**src/rtl/spi_bus_arbiter_if.sv**
```systemverilog
// ---------------------------------------------------------------------------
// spi_bus_arbiter_if
// Bundle of every non-clock signal around spi_bus_arbiter.
//   Client side : req_i, tx_valid_i, tx_data_i (8 bits per requester),
//                 last_i, tx_ready_o, rx_valid_o, rx_data_o, gnt_o
//   SPI side    : ss_no (one active-low select per requester)
//   Engine side : eng_start_o, eng_tx_o, eng_done_i, eng_rx_i
// The master modport is the arbiter's view; slave is the environment's view.
// ---------------------------------------------------------------------------
interface spi_bus_arbiter_if #(
  parameter int N = 3
);
  logic [N-1:0]   req_i;
  logic [N-1:0]   tx_valid_i;
  logic [8*N-1:0] tx_data_i;
  logic [N-1:0]   last_i;
  logic [N-1:0]   tx_ready_o;
  logic [N-1:0]   rx_valid_o;
  logic [7:0]     rx_data_o;
  logic [N-1:0]   gnt_o;
  logic [N-1:0]   ss_no;
  logic           eng_start_o;
  logic [7:0]     eng_tx_o;
  logic           eng_done_i;
  logic [7:0]     eng_rx_i;

  modport master (
    input  req_i, tx_valid_i, tx_data_i, last_i, eng_done_i, eng_rx_i,
    output tx_ready_o, rx_valid_o, rx_data_o, gnt_o, ss_no, eng_start_o, eng_tx_o
  );

  modport slave (
    output req_i, tx_valid_i, tx_data_i, last_i, eng_done_i, eng_rx_i,
    input  tx_ready_o, rx_valid_o, rx_data_o, gnt_o, ss_no, eng_start_o, eng_tx_o
  );
endinterface

```
**src/rtl/spi_bus_arbiter.sv**
```systemverilog
// ---------------------------------------------------------------------------
// spi_bus_arbiter
// Round-robin arbiter sharing one SPI byte engine between N requesters.
// It sequences chip-select setup, per-byte valid/ready handshakes towards
// the engine, chip-select hold and an idle gap between transactions.
// Ports:
//   clk_i  : clock, rising edge
//   rst_ni : asynchronous active-low reset
//   bus    : spi_bus_arbiter_if.master (client, slave-select, engine signals)
// All outputs come straight from registers.
// ---------------------------------------------------------------------------
module spi_bus_arbiter #(
  parameter int N         = 3,
  parameter int SETUP_CYC = 2,
  parameter int HOLD_CYC  = 2,
  parameter int GAP_CYC   = 1
) (
  input  logic                clk_i,
  input  logic                rst_ni,
  spi_bus_arbiter_if.master   bus
);

  localparam int IDX_W = $clog2(N);
  localparam int SUM_W = IDX_W + 1;
  localparam int MAX_AB = (SETUP_CYC > HOLD_CYC) ? SETUP_CYC : HOLD_CYC;
  localparam int MAX_C  = (MAX_AB > GAP_CYC) ? MAX_AB : GAP_CYC;
  localparam int CNT_W  = (MAX_C < 1) ? 1 : $clog2(MAX_C + 1);

  typedef enum logic [2:0] {
    ST_IDLE    = 3'd0,
    ST_SETUP   = 3'd1,
    ST_WAIT_TX = 3'd2,
    ST_XFER    = 3'd3,
    ST_HOLD    = 3'd4,
    ST_GAP     = 3'd5
  } state_e;

  function automatic logic [N-1:0] onehot_f(input logic [IDX_W-1:0] idx);
    logic [N-1:0] v;
    v      = '0;
    v[idx] = 1'b1;
    return v;
  endfunction

  state_e           state_q, state_d;
  logic [CNT_W-1:0] cnt_q, cnt_d;
  logic [IDX_W-1:0] ptr_q, ptr_d;
  logic [IDX_W-1:0] gidx_q, gidx_d;
  logic             last_q, last_d;
  logic [N-1:0]     gnt_q, gnt_d;
  logic [N-1:0]     ss_n_q, ss_n_d;
  logic [N-1:0]     tx_ready_q, tx_ready_d;
  logic [N-1:0]     rx_valid_q, rx_valid_d;
  logic [7:0]       rx_data_q, rx_data_d;
  logic             eng_start_q, eng_start_d;
  logic [7:0]       eng_tx_q, eng_tx_d;

  logic             pick_vld_s;
  logic [IDX_W-1:0] pick_idx_s;
  logic [SUM_W-1:0] sum_s;
  logic [7:0]       tx_sel_s;
  logic             g_req_s;
  logic             g_valid_s;

  assign g_req_s   = bus.req_i[gidx_q];
  assign g_valid_s = bus.tx_valid_i[gidx_q];

  // Round-robin pick: first set request at or above the pointer, wrapping to 0.
  always_comb begin
    pick_vld_s = 1'b0;
    pick_idx_s = '0;
    sum_s      = '0;
    for (int i = 0; i < N; i++) begin
      sum_s = {1'b0, ptr_q} + SUM_W'(i);
      if (sum_s >= SUM_W'(N)) begin
        sum_s = sum_s - SUM_W'(N);
      end else begin
        sum_s = sum_s;
      end
      if (!pick_vld_s && bus.req_i[sum_s[IDX_W-1:0]]) begin
        pick_vld_s = 1'b1;
        pick_idx_s = sum_s[IDX_W-1:0];
      end else begin
        pick_vld_s = pick_vld_s;
      end
    end
  end

  // Byte offered by the granted requester.
  always_comb begin
    tx_sel_s = 8'h00;
    for (int i = 0; i < N; i++) begin
      if (gidx_q == IDX_W'(i)) begin
        tx_sel_s = bus.tx_data_i[8*i +: 8];
      end else begin
        tx_sel_s = tx_sel_s;
      end
    end
  end

  // State and output registers; reset releases every slave select at once.
  always_ff @(posedge clk_i or negedge rst_ni) begin
    if (!rst_ni) begin
      state_q     <= ST_IDLE;
      cnt_q       <= '0;
      ptr_q       <= '0;
      gidx_q      <= '0;
      last_q      <= 1'b0;
      gnt_q       <= '0;
      ss_n_q      <= '1;
      tx_ready_q  <= '0;
      rx_valid_q  <= '0;
      rx_data_q   <= 8'h00;
      eng_start_q <= 1'b0;
      eng_tx_q    <= 8'h00;
    end else begin
      state_q     <= state_d;
      cnt_q       <= cnt_d;
      ptr_q       <= ptr_d;
      gidx_q      <= gidx_d;
      last_q      <= last_d;
      gnt_q       <= gnt_d;
      ss_n_q      <= ss_n_d;
      tx_ready_q  <= tx_ready_d;
      rx_valid_q  <= rx_valid_d;
      rx_data_q   <= rx_data_d;
      eng_start_q <= eng_start_d;
      eng_tx_q    <= eng_tx_d;
    end
  end

  // Next state and phase counter.
  always_comb begin
    state_d = state_q;
    cnt_d   = cnt_q;
    case (state_q)
      ST_IDLE: begin
        if (pick_vld_s) begin
          state_d = ST_SETUP;
          cnt_d   = CNT_W'(SETUP_CYC);
        end else begin
          state_d = ST_IDLE;
        end
      end
      ST_SETUP: begin
        if (cnt_q == '0) begin
          state_d = ST_WAIT_TX;
        end else begin
          cnt_d = cnt_q - CNT_W'(1);
        end
      end
      ST_WAIT_TX: begin
        // A dropped request wins over a simultaneous byte offer.
        if (!g_req_s) begin
          state_d = ST_HOLD;
          cnt_d   = CNT_W'(HOLD_CYC);
        end else if (g_valid_s) begin
          state_d = ST_XFER;
        end else begin
          state_d = ST_WAIT_TX;
        end
      end
      ST_XFER: begin
        // The byte in flight always completes; a dropped request ends the
        // transaction afterwards as if the byte had been the last one.
        if (bus.eng_done_i) begin
          if (last_q || !g_req_s) begin
            state_d = ST_HOLD;
            cnt_d   = CNT_W'(HOLD_CYC);
          end else begin
            state_d = ST_WAIT_TX;
          end
        end else begin
          state_d = ST_XFER;
        end
      end
      ST_HOLD: begin
        if (cnt_q == '0) begin
          state_d = ST_GAP;
          cnt_d   = CNT_W'(GAP_CYC);
        end else begin
          cnt_d = cnt_q - CNT_W'(1);
        end
      end
      ST_GAP: begin
        if (cnt_q == '0) begin
          state_d = ST_IDLE;
        end else begin
          cnt_d = cnt_q - CNT_W'(1);
        end
      end
      default: begin
        state_d = ST_IDLE;
        cnt_d   = '0;
      end
    endcase
  end

  // Registered outputs, derived from the transition being taken.
  always_comb begin
    gidx_d      = gidx_q;
    ptr_d       = ptr_q;
    last_d      = last_q;
    gnt_d       = gnt_q;
    ss_n_d      = ss_n_q;
    tx_ready_d  = '0;
    rx_valid_d  = '0;
    rx_data_d   = rx_data_q;
    eng_start_d = 1'b0;
    eng_tx_d    = eng_tx_q;

    if (state_d == ST_WAIT_TX) begin
      tx_ready_d = onehot_f(gidx_q);
    end else begin
      tx_ready_d = '0;
    end

    case (state_q)
      ST_IDLE: begin
        if (state_d == ST_SETUP) begin
          gidx_d = pick_idx_s;
          gnt_d  = onehot_f(pick_idx_s);
          ss_n_d = ~onehot_f(pick_idx_s);
        end else begin
          gidx_d = gidx_q;
        end
      end
      ST_WAIT_TX: begin
        if (state_d == ST_XFER) begin
          eng_tx_d    = tx_sel_s;
          last_d      = bus.last_i[gidx_q];
          eng_start_d = 1'b1;
        end else begin
          eng_start_d = 1'b0;
        end
      end
      ST_XFER: begin
        if (bus.eng_done_i) begin
          rx_data_d  = bus.eng_rx_i;
          rx_valid_d = onehot_f(gidx_q);
        end else begin
          rx_valid_d = '0;
        end
      end
      ST_HOLD: begin
        if (state_d == ST_GAP) begin
          gnt_d  = '0;
          ss_n_d = '1;
          if (gidx_q == IDX_W'(N - 1)) begin
            ptr_d = '0;
          end else begin
            ptr_d = gidx_q + IDX_W'(1);
          end
        end else begin
          ptr_d = ptr_q;
        end
      end
      default: begin
        gnt_d = gnt_q;
      end
    endcase
  end

  assign bus.gnt_o       = gnt_q;
  assign bus.ss_no       = ss_n_q;
  assign bus.tx_ready_o  = tx_ready_q;
  assign bus.rx_valid_o  = rx_valid_q;
  assign bus.rx_data_o   = rx_data_q;
  assign bus.eng_start_o = eng_start_q;
  assign bus.eng_tx_o    = eng_tx_q;

endmodule
```
**src/flat_wrapper.sv**
```systemverilog
// flat-port wrapper written by rule: the top's interface ports become plain ports
module spi_bus_arbiter_flat 
#(
  parameter int N         = 3,
  parameter int SETUP_CYC = 2,
  parameter int HOLD_CYC  = 2,
  parameter int GAP_CYC   = 1
)
  (clk_i, rst_ni, bus_req_i, bus_tx_valid_i, bus_tx_data_i, bus_last_i, bus_eng_done_i, bus_eng_rx_i, bus_tx_ready_o, bus_rx_valid_o, bus_rx_data_o, bus_gnt_o, bus_ss_no, bus_eng_start_o, bus_eng_tx_o);
  spi_bus_arbiter_if #(.N(N)) bus_i ();
  input  logic clk_i;
  input  logic rst_ni;
  input wire logic [$bits(bus_i.req_i)-1:0] bus_req_i;
  input wire logic [$bits(bus_i.tx_valid_i)-1:0] bus_tx_valid_i;
  input wire logic [$bits(bus_i.tx_data_i)-1:0] bus_tx_data_i;
  input wire logic [$bits(bus_i.last_i)-1:0] bus_last_i;
  input wire logic [$bits(bus_i.eng_done_i)-1:0] bus_eng_done_i;
  input wire logic [$bits(bus_i.eng_rx_i)-1:0] bus_eng_rx_i;
  output wire logic [$bits(bus_i.tx_ready_o)-1:0] bus_tx_ready_o;
  output wire logic [$bits(bus_i.rx_valid_o)-1:0] bus_rx_valid_o;
  output wire logic [$bits(bus_i.rx_data_o)-1:0] bus_rx_data_o;
  output wire logic [$bits(bus_i.gnt_o)-1:0] bus_gnt_o;
  output wire logic [$bits(bus_i.ss_no)-1:0] bus_ss_no;
  output wire logic [$bits(bus_i.eng_start_o)-1:0] bus_eng_start_o;
  output wire logic [$bits(bus_i.eng_tx_o)-1:0] bus_eng_tx_o;
  assign bus_i.req_i = bus_req_i;
  assign bus_i.tx_valid_i = bus_tx_valid_i;
  assign bus_i.tx_data_i = bus_tx_data_i;
  assign bus_i.last_i = bus_last_i;
  assign bus_i.eng_done_i = bus_eng_done_i;
  assign bus_i.eng_rx_i = bus_eng_rx_i;
  assign bus_tx_ready_o = bus_i.tx_ready_o;
  assign bus_rx_valid_o = bus_i.rx_valid_o;
  assign bus_rx_data_o = bus_i.rx_data_o;
  assign bus_gnt_o = bus_i.gnt_o;
  assign bus_ss_no = bus_i.ss_no;
  assign bus_eng_start_o = bus_i.eng_start_o;
  assign bus_eng_tx_o = bus_i.eng_tx_o;
  spi_bus_arbiter #(.N(N), .SETUP_CYC(SETUP_CYC), .HOLD_CYC(HOLD_CYC), .GAP_CYC(GAP_CYC)) u_core (.clk_i(clk_i), .rst_ni(rst_ni), .bus(bus_i));
endmodule
```
**config.mk**
```make
export PLATFORM = sky130hd
export DESIGN_NAME = spi_bus_arbiter_flat
export DESIGN_NICKNAME = d
export VERILOG_FILES = /design/src/rtl/spi_bus_arbiter_if.sv /design/src/rtl/spi_bus_arbiter.sv /design/src/flat_wrapper.sv
export SDC_FILE = /design/constraint.sdc
export NUM_CORES = 1
export LEC_CHECK = 0
export ABC_CLOCK_PERIOD_IN_PS = 4700
export CORE_MARGIN = 2
export CORE_UTILIZATION = 49
export DETAILED_ROUTE_END_ITERATION = 12
export PLACE_DENSITY = 0.85
export SETUP_SLACK_MARGIN = 0.1
export SYNTH_ARGS = -nofsm -noshare
export SYNTH_HDL_FRONTEND = slang
export SYNTH_SLANG_ARGS = --single-unit
```
**constraint.sdc**
```tcl
create_clock -name clk_i -period 4.7 [get_ports clk_i]
set_clock_uncertainty 0.15 [all_clocks]
set_input_delay 0.94 -clock clk_i [delete_from_list [all_inputs] [get_ports clk_i]]
set_output_delay 0.94 -clock clk_i [all_outputs]
set_load 0.02 [all_outputs]
```
# Yosys cells after proc, flatten, opt, wreduce, memory -nomap -nowiden
# Cells that the tools add are included.
[totals]
ff_bits = 39
word_cells = 123
input_bits = 44
output_inout_bits = 29
[classes]
addsub = 7
bitwise_logic = 1
n_reduce_logical = 19
n_mux = 56
eq_ne = 18
order_cmp = 10
[op_table]
columns = ["cell", "count"]
rows = [
  ["2-to-1 mux 3 bit", 13],
  ["2-to-1 mux 2 bit", 13],
  ["2-to-1 mux 8 bit", 3],
  ["one-hot mux 3 bit (6 select lines)", 1],
  ["< comparator 2 x 3 -> 1 bit, second input constant", 5],
  ["2-to-1 mux 1 bit", 15],
  ["binary-select mux 1 bit (select 2 bit)", 6],
  ["== test 3 x 2 -> 1 bit, second input constant", 4],
  ["one-hot mux 3 bit (2 select lines)", 2],
  ["one-hot mux 2 bit (5 select lines)", 1],
  ["== test 3 bit, second input constant", 3],
  ["inequality test 2 x 1 -> 1 bit, second input constant", 4],
  ["AND reduction 2 bit", 4],
  ["== test 3 x 1 -> 1 bit, second input constant", 2],
  ["greater-or-equal comparator 3 x 2 -> 1 bit, second input constant", 2],
  ["inequality test 2 bit, second input constant", 3],
  ["subtractor 2 bit, second input constant", 3],
  ["AND reduction 5 bit", 1],
  ["demux 1 bit (select 2 bit)", 2],
  ["greater-or-equal comparator 2 x 1 -> 1 bit, second input constant", 2],
  ["logical AND 1 bit", 4],
  ["zero test 2 bit", 2],
  ["adder 2 x 1 -> 3 bit, second input constant", 1],
  ["adder 2 x 2 -> 3 bit, second input constant", 1],
  ["12 further kinds", 14],
]

# Logic depth before layout (Yosys ltp)
[depth]
word_depth = 18
ltp_mapped = 7
ltp_nobuf = 7

# Least setup slack after synthesis
# No wires, ideal clock.
[synth_timing]
path_type = "input to register"
from = "input port bus_req_i[2]"
to = "register u_core.eng_tx_q[1] (netlist: u_core.bus.eng_tx_o[1])"
path_slack_ns = 2.591
stages = 6
n_path_buf = 1
arrival_time_ns = 1.840
path_cell_list = "mux2i_1 -> a2bb2oi_2 -> or3_4 -> buf_4 -> nand2_1 -> o21ai_2"
[synth_between]
elab_chain_cells = 13
word_cells_on_any_way = 24
cone_classes = "1 x eq/ne; 16 x mux; 7 x reduce/logical"
[synth_lines]
columns = ["element", "line", "rtl"]
rows = [
  ["start: declaration", "flat_wrapper.sv:13", "input wire logic [$bits(bus_i.req_i)-1:0] bus_req_i;"],
  ["binary-select mux 1 bit (select 2 bit)", "spi_bus_arbiter.sv:80", "if (!pick_vld_s && bus.req_i[sum_s[IDX_W-1:0]]) begin"],
  ["2-to-1 mux 1 bit (implied by the code)", "spi_bus_arbiter.sv:80", ""],
  ["2-to-1 mux 1 bit", "spi_bus_arbiter.sv:80", ""],
  ["zero test 1 bit", "spi_bus_arbiter.sv:80", ""],
  ["logical AND 1 bit", "spi_bus_arbiter.sv:80", ""],
  ["2-to-1 mux 1 bit", "spi_bus_arbiter.sv:80", ""],
  ["zero test 1 bit", "spi_bus_arbiter.sv:80", ""],
  ["logical AND 1 bit", "spi_bus_arbiter.sv:80", ""],
  ["2-to-1 mux 1 bit", "spi_bus_arbiter.sv:80", ""],
  ["2-to-1 mux 1 bit", "spi_bus_arbiter.sv:138", "if (pick_vld_s) begin"],
  ["one-hot mux 3 bit (6 select lines) (*)", "spi_bus_arbiter.sv:136", "case (state_q)"],
  ["== test 3 x 2 -> 1 bit (*)", "spi_bus_arbiter.sv:229", "if (state_d == ST_XFER) begin"],
  ["AND reduction 2 bit (no source line) (*)", "-", ""],
  ["end signal: assignment", "spi_bus_arbiter.sv:128", "eng_tx_q <= eng_tx_d;"],
  ["end: declaration", "spi_bus_arbiter.sv:56", "logic [7:0] eng_tx_q, eng_tx_d;"],
]
# Every way passes the cells marked *; elsewhere a longest branch is shown, timed or not. The select of a mux whose other input is x is not followed.
# A chain may end at the register's enable or synchronous reset.

# Worst setup path after layout
[layout_timing]
from = "register u_core.gidx_q[0]"
to = "register u_core.eng_tx_q[4] (netlist: u_core.bus.eng_tx_o[4])"
[layout_between]
elab_chain_cells = 9
word_cells_on_any_way = 19
cone_classes = "3 x eq/ne; 12 x mux; 4 x reduce/logical"
[layout_lines]
columns = ["element", "line", "rtl"]
rows = [
  ["start: declaration", "spi_bus_arbiter.sv:48", "logic [IDX_W-1:0] gidx_q, gidx_d;"],
  ["start signal: assignment", "spi_bus_arbiter.sv:120", "gidx_q <= gidx_d;"],
  ["binary-select mux 1 bit (select 2 bit)", "spi_bus_arbiter.sv:65", "assign g_req_s = bus.req_i[gidx_q];"],
  ["2-to-1 mux 1 bit (implied by the code)", "spi_bus_arbiter.sv:65", ""],
  ["zero test 1 bit", "-", ""],
  ["logical OR 1 bit", "spi_bus_arbiter.sv:167", "if (last_q || !g_req_s) begin"],
  ["2-to-1 mux 3 bit", "spi_bus_arbiter.sv:167", ""],
  ["2-to-1 mux 3 bit", "spi_bus_arbiter.sv:166", "if (bus.eng_done_i) begin"],
  ["one-hot mux 3 bit (6 select lines)", "spi_bus_arbiter.sv:136", ""],
  ["== test 3 x 2 -> 1 bit", "spi_bus_arbiter.sv:229", ""],
  ["AND reduction 2 bit (no source line)", "-", ""],
]
# Several ways; a longest one is shown, not always the timed one. The select of a mux whose other input is x is not followed.

==> impl_metrics.ini <==
[layout]
fin_area_sq_um = 3002
final_cells = 328
drive_above_1_share = 0.1558
final_common_cell = clkdlybuf4s50_1
n_antenna_cell = 0
area_delta_synth_final_pct = 38.75
multi_input_area_sq_um = 1086
fillers = 326
fin_nets = 325
layout_common_cells = clkdlybuf4s50_1, dfrtp_1, nand2_1
seq_area_sq_um = 979.7

[routing]
routed_via_density = 5.396
wire_per_inst_microns = 14.64
first_pass_iters = 4
drc = 0
drt_iter0_markers = 94
routed_wl_microns = 4803
top_layer = met4
dr_wl_met3_microns = 309
ant_nets = 0
met1Wirelength_microns = 2067
vias = 1770
met2_length_microns = 2401

[placed_design]
place_inst = 320
place_area_sq_um = 2880
globalplace.congestion = 0.8435
io_buffers = 72
dp_hpwl_microns = 3509

[setup_path]
rr_startpoint = u_core.gidx_q[0]
end_kind = register
path_class = reg -> reg
worstReg2RegEnd = u_core.bus.eng_tx_o[4]
crit_arrival_ns = 2.94
cp_data_required_time_ns = 4.72
worstPathMaxFanout = 21
path_depth = 5
worst_setup_path_start_kind = register
critPathBufInv = 0
cpMaxStageDelayCell = nor2b_1
crit_start = u_core.gidx_q[0]
worstPathCellList = nor2b_1 > a2bb2oi_2 > or3_4 > nand2_1 > o21ai_2
reg2reg_depth = 5
rrSetupSlack_ns = 1.79
slowest_delay_ns = 0.87
critPathCapture = u_core.bus.eng_tx_o[4]
critical_path.top_delay_family = simple AND/OR/NAND/NOR gates

[synthesis]
synth_top_cell_by_area = dfrtp_1
synth-edff-count = 0
synth_top_cell_area_share = 0.4164
syn-cell-area_sq_um = 2163
async_flop_share = 1.000
synth-seq-cells = 39
synth.distinct_cells = 48
synth_ff_type = dfrtp_1
synthTopCellsByArea = dfrtp_1, mux2i_1, mux2_2
yosys_warnings = 0
yosysSeqAreaShare = 0.4529
synth_nets = 256
synth_cells = 206
syn_avg_cell_area_sq_um = 10.50

[pwr]
powerDensity_nw_per_um2 = 625.3
pwr-share-seq = 0.329
ir_worst_vdd_mv = 0.3794
p_leak_nw = 1.268
p_comb_frac = 0.514
clkPwrFrac = 0.157
p_int_w = 0.001126
switching_power_w = 0.0007511
power.share.switching = 0.4002

[floorplanning]
start_util = 0.5038
die_h_microns = 70.45
core_sq_um = 4294
rows = 24
die_area_sq_um = 4963
die_w_microns = 70.45
io_pins = 73

[sta]
tightest_slew_ns = 0.9902
hold_violations = 0
tns_ns = 0
timing.final.crit_period_ns = 2.914
timing.fmax_ghz = 0.3432
relSlewSlack = 0.3385
min_period_over_period = 0.6200
setup-violations-final = 0
final_max_slew_viol_count = 0
rsz0062_at_grt = false

[clock_network]
hold_buffers = 0
h-tree-depth = 2
max-clock-path-buffers = 2
cts_tree = yes
cts-root-buf = clkbuf_8
cts_post_setup_buffers_inserted = 0
cts_buffers = 5
cts_resized = 0
clkSlewWorstSetupHoldPaths_ns = 0.08
clock-sinks = 39
clk-insertion-delay-late_ns = 0.29

[global_route]
grt_pass1_wl_microns = 8093
antenna_found_initial = 0
grt_overflow_total = 0
grt_max_degree = 40
grt_usage = 0.2037
grt_pass1_vias = 1736

[run]
drv_cap = 0

[min_path]
min_path_type = reg -> reg
min_from = u_core.bus.ss_no[1]

[outcome]
status = complete, no violations
cell usage after synthesis (3+ instances only):
| cell type | count |
|---|---|
| a21oi_1 | 13 |
| buf_2 | 3 |
| dfrtp_1 | 36 |
| dfstp_2 | 3 |
| ha_1 | 6 |
| inv_1 | 9 |
| mux2_2 | 11 |
| mux2i_1 | 14 |
| nand2_1 | 16 |
| nand2b_1 | 4 |
| nor2_1 | 15 |
| nor2b_1 | 8 |
| nor3_1 | 3 |
| o21a_1 | 5 |
| o21ai_0 | 4 |
| o21ai_1 | 4 |
| o21ai_2 | 9 |
per-layer routing:
| metal | vias up | track usage |
|---|---|---|
| met5 | - | 0 |
| met4 | 0 | 0.05556 |
| met3 | 4 | 0.04185 |
| met2 | 54 | 0.3323 |
| met1 | 840 | 0.2753 |
| li1 | 872 | - |
sequential cells by signal (all words and copies together), names as in the netlist:
signal                  cells
u_core.bus.eng_start_o      1
u_core.bus.eng_tx_o         8
u_core.bus.gnt_o            3
u_core.bus.rx_data_o        8
u_core.bus.rx_valid_o       3
u_core.bus.ss_no            3
u_core.bus.tx_ready_o       3
u_core.cnt_q                2
u_core.gidx_q               2
u_core.last_q               1
u_core.ptr_q                2
u_core.state_q              3
layout make-up:
class                      count  area share
clock buffer                   6     0.02751
clock inverter                 2     0.01292
inverter                       9     0.01125
multi-input combinational    148      0.3618
sequential                    39      0.3264
tap                           52     0.02168
timing repair buffer          72      0.2384
power by group through the flow:
stage               logic (W)  clock network (W)  registers, W
floorplan            0.000607                  0      0.000656
global placement     0.000953                  0      0.000615
detailed placement   0.000966                  0      0.000623
CTS                  0.000973           0.000302      0.000618
global route          0.00106           0.000315      0.000640
finish               0.000965           0.000295      0.000617
worst min-delay path by stage:
stage	to	slack, ns	cells past startpoint
finish	u_core.bus.ss_no[1]	0.32	2
global route	u_core.bus.ss_no[1]	0.36	2
global placement	u_core.bus.ss_no[1]	0.31	2
floorplan	u_core.last_q	0.32	2
CTS	u_core.bus.ss_no[1]	0.32	2
detailed placement	u_core.bus.ss_no[1]	0.31	2
stage by stage:
stage	util	total power [W]	hold WS, ns	setup WS (ns)
final	0.6990	0.001877	0.3210	1.786
after global routing	0.6990	0.002013	0.3619	1.593
after CTS	0.6990	0.001892	0.3240	1.741
after detailed placement	0.6707	0.001589	0.3123	1.778
after global placement	0.6707	0.001568	0.3091	1.763
after floorplan	-	0.001263	0.3247	2.591
worst register-to-register path, cell delays in order, from the launching register on:
cell       delay, ns
dfrtp_1         0.83
nor2b_1         0.87
a2bb2oi_2       0.20
or3_4           0.57
nand2_1         0.13
o21ai_2         0.06
cells by family after synthesis:
family | after synthesis | synth area share
and+or+nand+nor | 64 | 0.1654
buffers and inverters | 19 | 0.04511
DFF | 39 | 0.4529
adders and majority gates | 6 | 0.03470
muxes | 25 | 0.1220
AOI/OAI and AO/OA | 53 | 0.1799
(Power assumes the default switching activity.)
==> patch 1: new RTL, same flow settings <==
`rx_data_q` no longer has a reset.
--- a/src/rtl/spi_bus_arbiter.sv
+++ b/src/rtl/spi_bus_arbiter.sv
@@ -110,7 +110,6 @@
       ss_n_q      <= '1;
       tx_ready_q  <= '0;
       rx_valid_q  <= '0;
-      rx_data_q   <= 8'h00;
       eng_start_q <= 1'b0;
       eng_tx_q    <= 8'h00;
     end else begin
@@ -123,10 +122,13 @@
       ss_n_q      <= ss_n_d;
       tx_ready_q  <= tx_ready_d;
       rx_valid_q  <= rx_valid_d;
-      rx_data_q   <= rx_data_d;
       eng_start_q <= eng_start_d;
       eng_tx_q    <= eng_tx_d;
     end
+  end
+
+  always_ff @(posedge clk_i) begin
+    rx_data_q <= rx_data_d;
   end
 
   // Next state and phase counter.
Function: differs if rst_ni is asserted again (counterexample within 10 cycles, from zero or initial values and one cycle with rst_ni low); with rst_ni held inactive, the same outputs for 10 cycles.
==> patch 1 against the unedited design <==
- power shrank 12%
- highest routed layer unchanged
- global-route usage grew 1.1 points
- design area shrank 2.7%
- maximum frequency grew 3.9%
- largest power group unchanged
- largest cell class is now flip-flops and latches
- sequential cell count is the same
- synthesized area shrank 4.1%
- setup slack gained 0.11 ns
- cell count shrank 2.4%
- wire length shrank 1.9%
==> patch 1: results (changes against the unedited design) <==
• **R2R Setup Slk** 1.90 ns, +0.11 ns
• **weighted congestion reported at the end of routability-driven placement** 0.8842, +4.8%
• **fin nets** 319, -1.8%
• **Critical Path Sink** u_core.bus.eng_tx_o[5]$_DFFE_PN0P_
• **fraction of registers with async set/reset** 79.49%, -21 points
• **run status** finished clean
• **dpl cells** 312, -2.5%
• **sequential area share after synthesis** 49.16%, +3.9 points
• **Max-Slew Margin vs Limit** 42.92%, +9.1 points
• **initial drt markers** 79, -16%
• **HPWL after detailed placement** 3.492 mm, -0.48%
• **WP data arrival** 2.81 ns, -0.13 ns
• **die boundary width** 69.07 µm, -2.0%
• **ranking of synthesized cells by instance count** dfrtp_1, nand2_1, mux2i_1, nor2_1, a21oi_1
• **Filler cells** 301, -7.7%
• **Synth Area in Compound Gates** 17.55%, -0.44 points
• **first-pass GRT wire length** 8.245 mm, +1.9%
• **largest net degree at the start of global routing** 21, -48%
• **post-placement setup slack** 1.646 ns, -0.1322 ns
• **standard cell area after detailed placement** 2813 µm², -2.3%
• **overall routing resource usage** 21.42%, +1.1 points
• **layout cell share with drive strength beyond 1** 9.630%, -6.0 points
• **Worst path max stage delay** 0.82 ns, -0.05 ns
• **final routed wire length divided by cell count** 14.73 µm, +0.56%
• **maximum clock rate** 356.7 MHz, +3.9%
• **synth top area cells** dfrtp_1, edfxtp_1, mux2i_1
• **share of synthesized area spent on multiplexers** 8.565%, -3.6 points
## patch 1: cell type report
type                            instances  area [µm²]  share of cell area, %
Clock buffer                            5       68.82                  2.356
Multi-Input combinational cell        140       964.7                  33.03
Inverter                               10       37.54                  1.285
Timing Repair Buffer                   73       728.2                  24.94
Clock inverter                          3       38.79                  1.328
Tap cell                               50       62.56                  2.142
Sequential cell                        39        1020                  34.92
## patch 1: kinds of logic after synthesis
family | count (synthesis)
DFF | 39
muxes | 17
and+or+nand+nor | 63
adders and majority gates | 6
AOI/OAI and AO/OA | 54
buffers and inverters | 20
## patch 1: metal layers
layer	global-route usage, %	vias to the layer above	wire length [µm]
met5	0	-	0
met4	6.536	0	86
met3	7.895	10	283
met2	33.44	59	2236
met1	27.86	799	2105
li1	-	853	-
## patch 1: power breakdown
group,leakage (nW),internal [W],switching (W),total [W]
clock network,0.0556,0.000155,0.000118,0.000273
registers,0.473,0.000452,0.000127,0.000579
logic,0.666,0.000395,0.000414,0.000809
total,1.20,0.00100,0.000659,0.00166
==> patch 2: new RTL, same flow settings <==
Made on the original files. `HOLD_CYC` is set to 2 in 2 places; all go to 1.
--- a/src/rtl/spi_bus_arbiter.sv
+++ b/src/rtl/spi_bus_arbiter.sv
@@ -12,7 +12,7 @@
 module spi_bus_arbiter #(
   parameter int N         = 3,
   parameter int SETUP_CYC = 2,
-  parameter int HOLD_CYC  = 2,
+  parameter int HOLD_CYC  = 1,
   parameter int GAP_CYC   = 1
 ) (
   input  logic                clk_i,
--- a/src/flat_wrapper.sv
+++ b/src/flat_wrapper.sv
@@ -3,7 +3,7 @@
 #(
   parameter int N         = 3,
   parameter int SETUP_CYC = 2,
-  parameter int HOLD_CYC  = 2,
+  parameter int HOLD_CYC  = 1,
   parameter int GAP_CYC   = 1
 )
   (clk_i, rst_ni, bus_req_i, bus_tx_valid_i, bus_tx_data_i, bus_last_i, bus_eng_done_i, bus_eng_rx_i, bus_tx_ready_o, bus_rx_valid_o, bus_rx_data_o, bus_gnt_o, bus_ss_no, bus_eng_start_o, bus_eng_tx_o);
Check against the original RTL: not equivalent (a bounded check fails within 10 cycles, from zero or initial values and one cycle with rst_ni low).
==> patch 2 against the unedited design <==
- design area fell by 2.1%
- setup slack improved by 0.14 ns
- sequential cell count did not move
- power fell by 8.8%
- synthesized area fell by 1.9%
- wire length rose by 3.3%
- cell count rose by 0.91%
- hold slack improved by 0.0030 ns
==> patch 2: results (changes against the unedited design) <==
• **run status** finished clean
• **met3 routed wirelength** 371 µm, +20%
• **sequential area share after synthesis** 46.14%, +0.85 points
• **layout cell share with drive strength beyond 1** 12.10%, -3.5 points
• **overall routing resource usage** 21.29%, +0.93 points
• **Non-Clock Buffer Area Fraction** 24.35%, +0.51 points
• **Vias per Instance** 5.347, -0.91%
• **share of synthesized area spent on multiplexers** 11.37%, -0.83 points
• **met2 usage** 33.76%, +0.53 points
• **first-pass GRT wire length** 8.307 mm, +2.6%
• **HPWL after detailed placement** 3.510 mm, about the same
• **Multi-input comb cells** 153, +3.4%
• **total nets after synthesis** 262, +2.3%
• **Post-Synth Adder-Cell Area** 3.536%, +0.065 points
• **weighted congestion reported at the end of routability-driven placement** 0.8529, +1.1%
• **area fraction of clock buffers and clock inverters** 3.533%, -0.51 points
• **Filler cells** 307, -5.8%
• **Layout clock buffers** 7, +1
• **Max VDD drop** 387.6 µV, +2.2%
• **Mapped Cells** 212, +2.9%
• **initial drt markers** 96, +2.1%
• **Worst Tran Pin Value** 0.8837 ns, -0.1064 ns
• **Critical-path top delay cell** dfrtp_1
• **length of routed wiring on met1** 2.181 mm, +5.5%
• **fraction of area in registers** 33.33%, +0.69 points
• **final routed wire length divided by cell count** 14.99 µm, +2.4%
==> patch 2: where the power goes <==
part / leakage [nW] / switching, W / internal, W
Sequential: 0.511 / 0.000135 / 0.000457
Clock: 0.0505 / 0.000119 / 0.000134
Combinational: 0.754 / 0.000438 / 0.000428
==> patch 2: metrics by stage <==
| stage | utilization, % | total power [W] | setup slack, ns |
|---|---|---|---|
| 5_1_grt | 71.92 | 0.001837 | 1.740 |
| 3_3_place_gp | 69.38 | 0.001432 | 1.749 |
| 3_5_place_dp | 69.38 | 0.001452 | 1.727 |
| 2_1_floorplan | - | 0.001158 | 2.451 |
| 6_report | 71.92 | 0.001712 | 1.921 |
| 4_1_cts | 71.92 | 0.001716 | 1.950 |
==> patch 2: worst paths after layout <==
path / start / end / slack, ns / cells after the start
min in group asynchronous: rst_ni / u_core.bus.rx_data_o[7]$_DFFE_PN0P_ / 0.60 / 1
worst min register to register: u_core.bus.ss_no[1]$_DFFE_PN1P_ / u_core.bus.ss_no[1]$_DFFE_PN1P_ / 0.32 / 2
worst max-delay path: u_core.gidx_q[1]$_DFFE_PN0P_ / u_core.bus.eng_tx_o[2]$_DFFE_PN0P_ / 1.92 / 5
max in group asynchronous: rst_ni / u_core.bus.rx_data_o[1]$_DFFE_PN0P_ / 3.25 / 1
worst min-delay path: u_core.bus.ss_no[1]$_DFFE_PN1P_ / u_core.bus.ss_no[1]$_DFFE_PN1P_ / 0.32 / 2
worst max register to register: u_core.gidx_q[1]$_DFFE_PN0P_ / u_core.bus.eng_tx_o[2]$_DFFE_PN0P_ / 1.92 / 5
==> patch 2: kinds of logic after synthesis <==
| family | Yosys count |
|---|---|
| compound gates | 53 |
| simple gates | 71 |
| mux | 23 |
| flops | 39 |
| buf+inv | 20 |
| fa+ha+maj | 6 |
